--- config.mk ---
export PLATFORM = sky130hd
export DESIGN_NAME = uart_input_flat
export DESIGN_NICKNAME = d
export VERILOG_FILES = /design/src/rtl/uart_input_if.sv /design/src/rtl/uart_input.sv /design/src/flat_wrapper.sv
export SDC_FILE = /design/constraint.sdc
export NUM_CORES = 1
export LEC_CHECK = 0
export BUFFER_PORTS_ARGS = -buffer_cell sky130_fd_sc_hd__buf_2
export CAP_MARGIN = 10
export CORE_MARGIN = 8
export CORE_UTILIZATION = 48
export CTS_CLUSTER_SIZE = 24
export DETAILED_ROUTE_END_ITERATION = 16
export GPL_TIMING_DRIVEN = 1
export PLACE_DENSITY_LB_ADDON = 0.3
export SETUP_SLACK_MARGIN = 0.15
export SYNTH_ARGS = -nofsm -noshare
export SYNTH_HDL_FRONTEND = slang
export SYNTH_SLANG_ARGS = --single-unit
--- constraint.sdc ---
create_clock -name clk -period 1.76 [get_ports clk]
set_input_delay 0 -clock clk [delete_from_list [all_inputs] [get_ports clk]]
set_output_delay 0 -clock clk [all_outputs]
set_load 0.05 [all_outputs]
--- src/rtl/uart_input_if.sv ---
// Receive-side bundle of the 8N1 serial receiver: serial line in, byte/status out.
// UART_RX_PARITY_EN adds the parity_error status bit.
interface uart_input_if;
  logic       rx;
  logic [7:0] data_out;
  logic       data_valid;
  logic       busy;
  logic       frame_error;
`ifdef UART_RX_PARITY_EN
  logic       parity_error;
`endif
  logic [2:0] state_dbg;

  // Producer side (the receiver): consumes rx, drives byte and status.
  // data_valid is a one-cycle strobe with no ready; the consumer must take data_out that cycle.
  modport master (
    input  rx,
    output data_out, data_valid, busy, frame_error,
`ifdef UART_RX_PARITY_EN
    parity_error,
`endif
    state_dbg
  );

  modport slave (
    output rx,
    input  data_out, data_valid, busy, frame_error,
`ifdef UART_RX_PARITY_EN
    parity_error,
`endif
    state_dbg
  );
endinterface

--- src/rtl/uart_input.sv ---
// 8N1 serial receiver, LSB first, mid-bit sampling on a 2-flop synchronised rx.
// Define UART_RX_PARITY_EN to add an even-parity bit and the parity_error strobe.
module uart_input #(
  parameter int CLKS_PER_BIT = 868,
  parameter int CNT_W        = 10
) (
  input  logic          clk,
  input  logic          reset,
  uart_input_if.master  bus
);

  typedef enum logic [2:0] {
    S_IDLE   = 3'd0,
    S_START  = 3'd1,
    S_DATA   = 3'd2,
`ifdef UART_RX_PARITY_EN
    S_PARITY = 3'd3,
`endif
    S_STOP   = 3'd4,
    S_BREAK  = 3'd5
  } state_t;

  localparam logic [CNT_W-1:0] HALF_CNT = CNT_W'(CLKS_PER_BIT / 2 - 1);
  localparam logic [CNT_W-1:0] FULL_CNT = CNT_W'(CLKS_PER_BIT - 1);

  state_t           state_q, state_d;
  logic             rx_m_q, rx_m_d, rx_s_q, rx_s_d, rx_prev_q, rx_prev_d, fall_q, fall_d;
  logic [CNT_W-1:0] cnt_q, cnt_d;
  logic [2:0]       idx_q, idx_d;
  logic [7:0]       shift_q, shift_d;
  logic [7:0]       data_out_q, data_out_d;
  logic             data_valid_q, data_valid_d;
  logic             frame_error_q, frame_error_d;
`ifdef UART_RX_PARITY_EN
  logic             par_bit_q, par_bit_d;
  logic             parity_error_q, parity_error_d;
`endif

  always_ff @(posedge clk or negedge reset) begin
    if (!reset) begin
      state_q       <= S_IDLE;
      rx_m_q        <= 1'b1;
      rx_s_q        <= 1'b1;
      rx_prev_q     <= 1'b1;
      fall_q        <= 1'b0;
      cnt_q         <= '0;
      idx_q         <= '0;
      shift_q       <= '0;
      data_out_q    <= '0;
      data_valid_q  <= 1'b0;
      frame_error_q <= 1'b0;
`ifdef UART_RX_PARITY_EN
      par_bit_q      <= 1'b0;
      parity_error_q <= 1'b0;
`endif
    end else begin
      state_q       <= state_d;
      rx_m_q        <= rx_m_d;
      rx_s_q        <= rx_s_d;
      rx_prev_q     <= rx_prev_d;
      fall_q        <= fall_d;
      cnt_q         <= cnt_d;
      idx_q         <= idx_d;
      shift_q       <= shift_d;
      data_out_q    <= data_out_d;
      data_valid_q  <= data_valid_d;
      frame_error_q <= frame_error_d;
`ifdef UART_RX_PARITY_EN
      par_bit_q      <= par_bit_d;
      parity_error_q <= parity_error_d;
`endif
    end
  end

  always_comb begin
    rx_m_d        = bus.rx;
    rx_s_d        = rx_m_q;
    rx_prev_d     = rx_s_q;
    // Registered falling edge: start detection lags rx_s by one clk.
    fall_d        = rx_prev_q & ~rx_s_q;
    state_d       = state_q;
    cnt_d         = cnt_q + 1'b1;
    idx_d         = idx_q;
    shift_d       = shift_q;
    data_out_d    = data_out_q;
    data_valid_d  = 1'b0;
    frame_error_d = frame_error_q;
`ifdef UART_RX_PARITY_EN
    par_bit_d      = par_bit_q;
    parity_error_d = 1'b0;
`endif
    unique case (state_q)
      S_IDLE: begin
        cnt_d = '0;
        if (fall_q) begin
          state_d       = S_START;
          frame_error_d = 1'b0;
        end
      end
      S_START: begin
        if (cnt_q == HALF_CNT) begin
          cnt_d   = '0;
          idx_d   = '0;
          state_d = rx_s_q ? S_IDLE : S_DATA;
        end
      end
      S_DATA: begin
        if (cnt_q == FULL_CNT) begin
          cnt_d   = '0;
          shift_d = {rx_s_q, shift_q[7:1]};
          idx_d   = idx_q + 3'd1;
          if (idx_q == 3'd7) begin
`ifdef UART_RX_PARITY_EN
            state_d = S_PARITY;
`else
            state_d = S_STOP;
`endif
          end
        end
      end
`ifdef UART_RX_PARITY_EN
      S_PARITY: begin
        if (cnt_q == FULL_CNT) begin
          cnt_d     = '0;
          par_bit_d = rx_s_q;
          state_d   = S_STOP;
        end
      end
`endif
      S_STOP: begin
        if (cnt_q == FULL_CNT) begin
          cnt_d = '0;
          if (rx_s_q) begin
            data_out_d   = shift_q;
            data_valid_d = 1'b1;
`ifdef UART_RX_PARITY_EN
            parity_error_d = ^{shift_q, par_bit_q};
`endif
            state_d = S_IDLE;
          end else begin
            frame_error_d = 1'b1;
            state_d       = S_BREAK;
          end
        end
      end
      S_BREAK: begin
        cnt_d = '0;
        if (rx_s_q) state_d = S_IDLE;
      end
      default: state_d = S_IDLE;
    endcase
  end

  assign bus.data_out    = data_out_q;
  assign bus.data_valid  = data_valid_q;
  assign bus.busy        = (state_q != S_IDLE);
  assign bus.frame_error = frame_error_q;
  assign bus.state_dbg   = state_q;
`ifdef UART_RX_PARITY_EN
  assign bus.parity_error = parity_error_q;
`endif

endmodule

--- src/flat_wrapper.sv ---
// flat-port wrapper written by rule: the top's interface ports become plain ports
module uart_input_flat 
#(
  parameter int CLKS_PER_BIT = 868,
  parameter int CNT_W        = 10
)
  (clk, reset, bus_rx, bus_data_out, bus_data_valid, bus_busy, bus_frame_error, bus_state_dbg);
  uart_input_if bus_i ();
  input  logic clk;
  input  logic reset;
  input wire logic [$bits(bus_i.rx)-1:0] bus_rx;
  output wire logic [$bits(bus_i.data_out)-1:0] bus_data_out;
  output wire logic [$bits(bus_i.data_valid)-1:0] bus_data_valid;
  output wire logic [$bits(bus_i.busy)-1:0] bus_busy;
  output wire logic [$bits(bus_i.frame_error)-1:0] bus_frame_error;
  output wire logic [$bits(bus_i.state_dbg)-1:0] bus_state_dbg;
  assign bus_i.rx = bus_rx;
  assign bus_data_out = bus_i.data_out;
  assign bus_data_valid = bus_i.data_valid;
  assign bus_busy = bus_i.busy;
  assign bus_frame_error = bus_i.frame_error;
  assign bus_state_dbg = bus_i.state_dbg;
  uart_input #(.CLKS_PER_BIT(CLKS_PER_BIT), .CNT_W(CNT_W)) u_core (.clk(clk), .reset(reset), .bus(bus_i));
endmodule
Word level (Yosys, flattened, before mapping)
Index checks and enable logic that the tools add are counted.
Word-level totals
  bits in registers: 38
  bits in latches: 0
  memory bits (writable): 0
  bits in read-only memories: 0
  input port bits: 3
  output and inout bits: 14
  word-level logic and storage cells: 62
  memories kept: 0
Operators by class
  $add $sub $neg: 2
  multiply operators: 0
  div/mod/pow operators: 0
  order comparisons: 0
  equality and inequality tests: 14
  shift-type cells: 0
  multiplexer cells: 22
  bitwise operators: 2
  reductions and logical operators: 11
Operators by type and width (number)
  one-hot mux 10 bit (3 select lines): 1
  two-way mux 3 bit: 9
  two-way mux 10 bit: 2
  one-hot mux 3 bit (5 select lines): 1
  != test 2 x 1 -> 1 bit (second input constant): 6
  adder 10 x 1 -> 10 bit (second input constant): 1
  == test 10 bit (second input constant): 1
  == test 10 x 9 -> 1 bit (second input constant): 1
  == test 3 bit (second input constant): 3
  two-way mux 1 bit: 6
  one-hot mux 3 bit (2 select lines): 1
  AND reduction 3 bit: 2
  AND reduction 6 bit: 1
  AND reduction 4 bit: 1
  nonzero test 2 bit: 2
  OR reduction 2 bit: 2
  adder 3 x 1 -> 3 bit (second input constant): 1
  == test 3 x 1 -> 1 bit (second input constant): 1
  == test 3 x 2 -> 1 bit (second input constant): 1
  zero test 3 bit: 1
  nonzero test 3 bit: 1
  two-way mux 2 bit: 1
  != test 2 bit (second input constant): 1
  one-hot mux 1 bit (2 select lines): 1
  3 further kinds: 3

Logic depth before layout (Yosys ltp)
  word-level depth: 4
  mapped depth: 6

Worst setup path before layout
No wires, ideal clock.
  path kind: register to register
  from: reg u_core.cnt_q[0]
  to: reg u_core.shift_q[4]
  setup time: 0.125 ns
  data arrival time: 1.742 ns
  data required time: 1.635 ns
  path slack: -0.107 ns
  stages on the path, launching flop included: 7
  buffers on the path: 1
  cells stage by stage: dfrtp_1 > ha_1 > nor4bb_4 > and3_1 > buf_6 > and3_2 > mux2_2
On the way
  cells in the longest elaborated chain, start to end: 2
RTL lines
  from (decl): line uart_input.sv:28  | logic [CNT_W-1:0] cnt_q, cnt_d;
  from (signal assigned): line uart_input.sv:62  | cnt_q <= cnt_d;
  == test 10 bit: line uart_input.sv:108  | if (cnt_q == FULL_CNT) begin
  AND reduction 2 bit (no line)
  to (signal assigned): line uart_input.sv:64  | shift_q <= shift_d;
  to (decl): line uart_input.sv:30  | logic [7:0] shift_q, shift_d;
No other way between the ends.
A chain may end at the register's enable or synchronous reset.

Final worst setup path
  from: reg u_core.cnt_q[1]
  to: reg u_core.shift_q[4]
The elaborated chain is that of the path after synthesis.

==> results.yml <==
synth:
  synth-edff-count: 0
  ys.flop_type: "dfrtp_1"
  async_flop_share_pct: 100
  syn-instance-count: 139
  synth_area_leaders: "dfrtp_1 50%, mux2_2 11%, dfstp_2 4.5%"
  yosys.area.top_type_share_pct: 50.1
  synth_area_sq_um: 1750
  ys_ff_latch: 38
  avgSynthCellArea_sq_um: 12.6
  yosysSeqAreaShare_pct: 54.6
  yosysWarnings: 0
  synth_area_leader_cell: "dfrtp_1"
  synth_nets: 146
  yosys.cell_types.count: 40
layout:
  final_cell_mix: "32 x dfrtp_1, 18 x buf_4, 16 x mux2_2, 16 x buf_2, 9 x nor2_2"
  final_nets: 186
  drive_gt1_share_pct: 50.6
  register_area_sq_um: 958
  area_growth_syn_to_layout_pct: 24.8
  fillers: 289
  design_area_sq_um: 2180
  fin_cells: 228
  final_common_cell: "dfrtp_1"
  insertedDiodeCount: 0
  multiInputGateArea_sq_um: 840
  final_core_utilization_pct: 61.0
worst_setup_path:
  end_kind: "register"
  setup.worst_path.start_class: "register"
  cp.arrival_ns: 1.93
  crit_fanout: 5
  timing.rr.end: "u_core.shift_q[4]"
  r2r_cells: 5
  r2r_slack_ns: 0.08
  crit_type: "register to register"
  crit-reg2reg-launch: "u_core.cnt_q[1]"
  required_ns: 2.01
cts:
  cts_max_level: 2
  cts_buffers: 5
  insertion_delay_ns: 0.35
  cts_tree: "done"
  clockBufferDepth: 2
  cts.clk_slew.worst_paths_ns: 0.12
  cts_root_buf: "clkbuf_4"
  clock_sinks: 38
drt:
  drt_iter0_drc: 67
  dr_total_vias: 1213
  dr.pass1.iters: 4
  wl_per_cell_microns: 15.3
  drc_errors: 0
  ant_nets: 0
  vias_per_cell: 5.32
  totalWireLength_microns: 3490
place:
  gp_congestion: 0.873
  post_dp_cell_area_sq_um: 1980
  dp_hpwl_microns: 2380
  dpl.cell_count: 212
  io_buffers: 16
timing:
  period_needed_ns: 1.68
  setup_viol: 0
  finalCritPeriodShare_pct: 95.6
  tns_ns: 0
  fmax_ghz: 0.595
  relSlewSlack_pct: 70.4
  hold_violations: 0
  slew_viol_final: 0
  worst_pin_slew_ns: 0.444
  fin_skew_ns: 0.0121
  rsz0062_at_grt: "yes"
worst_hold_path:
  hold_path_class: "input port to asynchronous set/reset pin"
grt:
  grt_use_total_pct: 12.0
  grt_max_degree: 21
  overflow: 0
  antenna_found_initial: 0
  grt_pass1_vias: 1236
  grt_pass1_wl_microns: 5690
power:
  cellPowerDensity_nw_per_um2: 880
  p_leak_uw: 0.00106
  peakVddDrop_v: 0.000514
  p_total_uw: 1920
flow_run:
  maxCapViolCount: 0
floorplan:
  die_height_microns: 76.4
  rows: 22
  io_pins: 17
  die_area_sq_um: 5830
  initial_utilization_pct: 48.9
  core_area_sq_um: 3580
  die_w_microns: 76.4
outcome:
  status: "completed"
where the power goes:
| part | internal, uW | leakage (uW) | total (uW) | switching (uW) |
|---|---|---|---|---|
| clock network | 192 | 0.0000343 | 488 | 296 |
| registers | 935 | 0.000505 | 1010 | 71.9 |
| logic | 208 | 0.000520 | 427 | 219 |
| total | 1330 | 0.00106 | 1920 | 587 |
critical path: stages, from the launching register on:
cell and delay, ns:
dfrtp_1 0.39, ha_2 0.19, nor4bb_4 0.21, and3_4 0.29
and3_4 0.20, mux2_4 0.29
cell families (layout without fill, tap and decap cells):
family | count (synthesis) | after routing | synth area share, %
xor+xnor | 8 | 8 | 4.01
compound gates | 16 | 16 | 6.51
simple gates | 46 | 47 | 17.9
mux | 18 | 18 | 11.5
flops | 38 | 38 | 54.6
fa+ha+maj | 4 | 4 | 2.86
buf+inv | 9 | 49 | 2.65
worst max path at each step:
stage	start	end	slack, ns	cells after the start
global placement	u_core.cnt_q[1]	u_core.bus.data_out[5]	0.003	5
detailed placement	u_core.cnt_q[1]	u_core.bus.data_out[6]	-0.12	5
finish	u_core.cnt_q[1]	u_core.shift_q[4]	0.08	5
floorplan	u_core.cnt_q[0]	u_core.shift_q[4]	0.03	6
global route	u_core.cnt_q[1]	u_core.cnt_q[9]	0.01	8
CTS	u_core.cnt_q[0]	u_core.shift_q[4]	0.03	5
final cells by class:
| type | instances | area share [%] |
|---|---|---|
| sequential | 38 | 43.9 |
| multi-input combinational | 93 | 38.5 |
| timing repair buffer | 37 | 11.3 |
| tap | 48 | 2.75 |
| clock buffer | 6 | 2.35 |
| inverter | 4 | 0.688 |
| clock inverter | 2 | 0.573 |
metrics by stage:
step	setup slack, ns	hold WS, ns
after global placement	0.00284	-0.0298
after detailed placement	-0.124	-0.0211
final	0.0782	0.103
after global routing	0.0149	0.130
after CTS	0.0335	0.116
after floorplan	0.0291	-0.296
registers in the layout, indices dropped and copies added (netlist names), 3 cells and up:
signal,count
u_core.idx_q,3
u_core.bus.state_dbg,3
u_core.bus.data_out,8
u_core.shift_q,8
u_core.cnt_q,10
Yosys cell counts, types with 2 or more instances:
cell type and number:
a311oi_1 2, ha_1 4, nand2_1 3, xor2_1 5, inv_1 4, nand2b_1 2
nor2b_1 2, a21oi_1 4, dfstp_2 3, and3_1 3, nand3_1 2, and2_1 2
nor3_1 2, a22o_1 2, and4b_1 2, mux2_2 17, nand4_1 5, dfrtp_1 35
o21ai_0 3, xnor2_1 3, and4_1 2, nor2_1 14
per-layer routing:
metal / vias to the layer above / share of wire (%) / GRT usage, %
met5: - / 0 / 0
met3: 5 / 4.1 / 4.36
met2: 24 / 49 / 19.5
met1: 604 / 46 / 14.2
met4: 0 / 1.1 / 4.42
li1: 580 / - / -
what timing repair did:
action,4_1_cts,5_1_grt
hold buffers,2,0
buffers inserted,3,2
cloned,1,0
pin swaps,1,7
endpoints found under the hold margin,20,0
setup endpoints to repair,27,33
gates resized for setup,3,19
Note: power is estimated with default switching activity, not from simulation.
